$ cat src/rtl/timer_ctrl.sv
// Debounced push-button countdown timer: IDLE -> RUN <-> PAUSE -> DONE.
// One countdown tick every TICK_DIV cycles of RUN; done pulses once on entry to DONE.
`timescale 1ns/1ps
module timer_ctrl #(
  parameter int DEBOUNCE_CYC = 4,
  parameter int TICK_DIV     = 5
) (
  input  logic       clk,
  input  logic       rst,
  input  logic       button,
  input  logic [7:0] load_val,
  output logic [7:0] count,
  output logic       busy,
  output logic       done,
  output logic       led
);

  localparam int CW = $clog2(DEBOUNCE_CYC + 1);
  localparam logic [CW-1:0] STAB_LAST  = CW'(DEBOUNCE_CYC - 1);
  localparam logic [7:0]    PRESC_LAST = 8'(TICK_DIV - 1);

  typedef enum logic [1:0] {
    S_IDLE  = 2'b00,
    S_RUN   = 2'b01,
    S_PAUSE = 2'b10,
    S_DONE  = 2'b11
  } state_t;

  logic          r_sync1, r_sync2;
  logic [1:0]    r_ok;
  logic          r_level, r_level_q;
  logic [CW-1:0] r_stab_cnt;
  logic          r_armed;
  logic          w_press;

  state_t        r_state, w_state_nxt;
  logic [7:0]    r_count, w_count_nxt;
  logic [7:0]    r_presc, w_presc_nxt;
  logic          r_done, w_done_nxt;
  logic          w_tick;

  // Presses only count once the synchronizer has shown the button low after reset,
  // so a button held through reset release cannot start the timer.
  always_ff @(posedge clk or negedge rst) begin
    if (!rst) begin
      r_sync1    <= 1'b0;
      r_sync2    <= 1'b0;
      r_ok       <= 2'b00;
      r_level    <= 1'b0;
      r_level_q  <= 1'b0;
      r_stab_cnt <= '0;
      r_armed    <= 1'b0;
    end else begin
      r_sync1   <= button;
      r_sync2   <= r_sync1;
      r_ok      <= {r_ok[0], 1'b1};
      r_level_q <= r_level;
      if (r_sync2 != r_level) begin
        if (r_stab_cnt == STAB_LAST) begin
          r_level    <= r_sync2;
          r_stab_cnt <= '0;
        end else begin
          r_stab_cnt <= r_stab_cnt + 1'b1;
        end
      end else begin
        r_stab_cnt <= '0;
      end
      if (r_ok[1] && !r_sync2 && !r_level) r_armed <= 1'b1;
    end
  end

  assign w_press = r_level & ~r_level_q & r_armed;
  assign w_tick  = (r_presc == PRESC_LAST);

  always_comb begin
    w_state_nxt = r_state;
    w_count_nxt = r_count;
    w_presc_nxt = r_presc;
    case (r_state)
      S_IDLE: begin
        if (w_press) begin
          w_count_nxt = load_val;
          w_presc_nxt = 8'd0;
          w_state_nxt = (load_val != 8'd0) ? S_RUN : S_DONE;
        end
      end
      S_RUN: begin
        if (r_count == 8'd0) begin
          w_state_nxt = S_DONE;
        end else if (w_tick) begin
          // A terminal tick takes priority over a simultaneous press.
          w_presc_nxt = 8'd0;
          w_count_nxt = r_count - 8'd1;
          if (r_count == 8'd1)  w_state_nxt = S_DONE;
          else if (w_press)     w_state_nxt = S_PAUSE;
        end else if (w_press) begin
          w_state_nxt = S_PAUSE;
        end else begin
          w_presc_nxt = r_presc + 8'd1;
        end
      end
      S_PAUSE: begin
        if (w_press) w_state_nxt = S_RUN;
      end
      S_DONE: begin
        w_count_nxt = 8'd0;
        if (w_press) w_state_nxt = S_IDLE;
      end
      default: begin
        w_state_nxt = S_IDLE;
      end
    endcase
    w_done_nxt = (w_state_nxt == S_DONE) && (r_state != S_DONE);
  end

  always_ff @(posedge clk or negedge rst) begin
    if (!rst) begin
      r_state <= S_IDLE;
      r_count <= 8'd0;
      r_presc <= 8'd0;
      r_done  <= 1'b0;
    end else begin
      r_state <= w_state_nxt;
      r_count <= w_count_nxt;
      r_presc <= w_presc_nxt;
      r_done  <= w_done_nxt;
    end
  end

  assign count = r_count;
  assign busy  = (r_state == S_RUN) || (r_state == S_PAUSE);
  assign led   = (r_state == S_DONE);
  assign done  = r_done;

endmodule

$ cat config.mk
export PLATFORM = sky130hd
export DESIGN_NAME = timer_ctrl
export DESIGN_NICKNAME = d
export VERILOG_FILES = /design/src/rtl/timer_ctrl.sv
export SDC_FILE = /design/constraint.sdc
export NUM_CORES = 1
export LEC_CHECK = 0
export BUFFER_PORTS_ARGS = -buffer_cell sky130_fd_sc_hd__buf_2
export CELL_PAD_IN_SITES_DETAIL_PLACEMENT = 1
export CELL_PAD_IN_SITES_GLOBAL_PLACEMENT = 2
export CORE_MARGIN = 1
export CORE_UTILIZATION = 36
export CTS_BUF_LIST = sky130_fd_sc_hd__clkbuf_8 sky130_fd_sc_hd__clkbuf_16
export DETAILED_ROUTE_END_ITERATION = 10
export GPL_TIMING_DRIVEN = 0
export PLACE_DENSITY_LB_ADDON = 0.08
export REMOVE_ABC_BUFFERS = 1
export SLEW_MARGIN = 20
export SYNTH_ARGS = -nofsm -noshare
export SYNTH_HDL_FRONTEND = slang
export SYNTH_SLANG_ARGS = --single-unit
$ cat constraint.sdc
create_clock -name clk -period 2.1 [get_ports clk]
set_clock_uncertainty 0.1 [all_clocks]
set_input_delay 0.315 -clock clk [delete_from_list [all_inputs] [get_ports clk]]
set_output_delay 0.315 -clock clk [all_outputs]
set_load 0.01 [all_outputs]
==> flow_summary.yaml <==
critical_path:
  end_kind: "flop"
  worstPathRequired_ns: 2.16
  critPathKind: "flop to flop"
  critPathArrivalTime_ns: 2.05
  cp-start-kind: "flop"
  crit_path_max_fanout: 6
timing:
  grt_setup_unrepaired: "no"
  layout_setup_ws_ns: 0.112
  post-route-period-util: 0.946
  setup_viol: 0
  relSlewSlack: 0.556
  finalHoldViolCount: 0
  clock.fmax_mhz: 503
  tightest_slew_ns: 0.666
  period_needed_ns: 1.99
  final_max_slew_viol_count: 0
finish:
  design_area_sq_um: 2190
  syn2layout_area_growth_pct: 26.9
  fin_cells: 267
  most-common-layout-cells: "dfrtp_1, buf_2, o21ai_0, buf_4, nand2_1"
  final_nets: 235
  fill_cells: 519
  layout_commonest_cell: "dfrtp_1"
  antenna_cells: 0
  final_core_util: 0.489
  drive_gt1_frac: 0.321
floorplanning:
  die_area_sq_um: 5070
  start_util: 0.386
  die_w_um: 71.2
  ios: 22
  rows: 24
  die_h_um: 71.2
  core_sq_um: 4470
run_status:
  violations: "DRC"
  status: "finished with violations"
clock_tree:
  clockBufferDepth: 2
  htreeDepth: 2
  insertion_delay_ns: 0.29
  cts_buffers: 5
  cts-root-buf: "clkbuf_8"
  clock_sinks: 29
  cts_tree: "built"
  path_clk_slew_ns: 0.07
synth:
  ys_seq_elements: 29
  synth_area_sq_um: 1730
  ys.flop_type: "dfrtp_1"
  syn_inst: 175
  synthDistinctLibCells: 50
  syn_area_per_cell_sq_um: 9.86
  synthArstFlopShare: 1.00
  synth_edf_count: 0
  yosysWarningCount: 0
  seq_area_frac_synth: 0.421
grt:
  grt_pass1_vias: 1650
  grt_max_degree: 30
  grt_first_pass_wirelength_um: 8250
  gr-total-overflow: 0
  grtUsageMet3: 0.0492
  busiest_layer: "met2"
  grt_use_met2: 0.343
  grt_antenna_before_repair: 0
  grt.met1_usage: 0.271
  grt.total_usage: 0.210
flow_run:
  max_cap_viol_count: 0
placement:
  placed_cell_area_sq_um: 1870
  post-dp-hpwl_um: 3220
  io_buffers: 21
  gp_congestion: 0.797
  place_ws_ns: -0.443
  dp_cells: 244
detailed_routing:
  via_per_inst: 5.85
  wl_um: 4770
  drc_errors: 3
  vias: 1563
  drtIter0Drc: 76
  wl_per_cell_um: 17.9
  ant_nets: 0
  drtPass1Iterations: 7
power:
  power_uw: 3260
  peakVddDrop_uv: 450
  leakage_uw: 0.000963
  powerDensity_nw_per_um2: 1490
worst_hold_path:
  holdCritPathClass: "primary input to flop"
## repair_timing
| action | 4_1_cts | 5_1_grt |
|---|---|---|
| gates cloned | 0 | 1 |
| setup buffers | 8 | 5 |
| endpoints found under the setup margin | 19 | 16 |
| hold endpoints to repair | 11 | 0 |
| pin swaps | 3 | 2 |
| hold buffers | 1 | 0 |
| resized for setup | 8 | 13 |
## per-layer routing
layer,up-vias,wire length (um)
met2,37,2330
met5,-,0
met3,7,203
met1,783,2170
li1,736,-
met4,0,67
## where the power goes
part / leakage (uW) / total (uW) / internal, uW / switching [uW]
Clock: 0.0000574 / 614 / 386 / 229
Combinational: 0.000543 / 1690 / 754 / 939
Sequential: 0.000362 / 957 / 717 / 240
Total: 0.000963 / 3260 / 1860 / 1410
## cell families (layout without fill, tap and decap cells)
family	after synthesis	count (layout)	synth area share
AND/OR/NAND/NOR	64	64	0.230
AO/OA/AOI/OAI	53	54	0.214
flip-flops	29	29	0.421
buffers and inverters	14	53	0.0363
adder cells (fa/ha/maj)	10	10	0.0725
multiplexers	3	3	0.0196
other	1	1	0.00217
XOR/XNOR	1	1	0.00508
## final timing paths
check / cells after the start / end / from / slack [ns]
max reg2reg: 6 / count[1] / r_state[0] / 0.11
max: 6 / count[1] / r_state[0] / 0.11
min in group asynchronous: 2 / done / rst / 0.50
min: 1 / r_sync1 / button / 0.04
max in group asynchronous: 2 / count[0] / rst / 0.93
min reg2reg: 0 / r_ok[1] / r_ok[0] / 0.26
## registers in the layout (all words and copies together), names as in the netlist, 2 cells and up
signal / cells
r_presc: 8
count: 8
r_stab_cnt: 3
r_state: 2
r_ok: 2
## cell type report
class	count	area [sq um]	share of cell area
Clock buffer	6	82.6	0.0377
Clock inverter	2	37.5	0.0171
Inverter	10	37.5	0.0171
Multi-Input combinational cell	133	1030	0.469
Sequential cell	29	727	0.332
Tap cell	52	65.1	0.0297
Timing Repair Buffer	35	213	0.0971
## worst max-delay path, cell delays in order, from the launching register on
cell     delay, ns
dfrtp_1       0.46
ha_4          0.21
nor4b_4       0.12
buf_4         0.18
and2_4        0.16
nor3_4        0.28
mux2_1        0.35
## synth_stat cells, types with 2 or more instances
master	number	area (sq um)
nand3_1	6	30.0
nand2_1	11	41.3
nand3b_1	3	22.5
a31oi_1	4	25.0
a21oi_1	8	40.0
a21o_1	3	22.5
nor3_1	8	40.0
a22o_1	6	52.6
ha_1	10	125
nor2b_1	3	18.8
nor4_1	5	31.3
buf_2	2	10.0
o21ai_0	15	75.1
inv_1	9	33.8
nor4b_4	2	47.6
dfrtp_1	29	726
o211ai_1	2	15.0
a41oi_1	3	26.3
nor2_1	11	41.3
o21a_1	2	15.0
mux2_1	2	22.5
nor3b_1	3	22.5
## per-stage QoR
step	hold WS, ns	setup TNS (ns)
final	0.0391	0
after detailed placement	0.245	-5.80
after global routing	0.0240	0
after CTS	0.0297	0
after floorplan	-0.0806	0
after global placement	0.234	-6.87
Note: power is estimated with default switching activity, not from simulation.
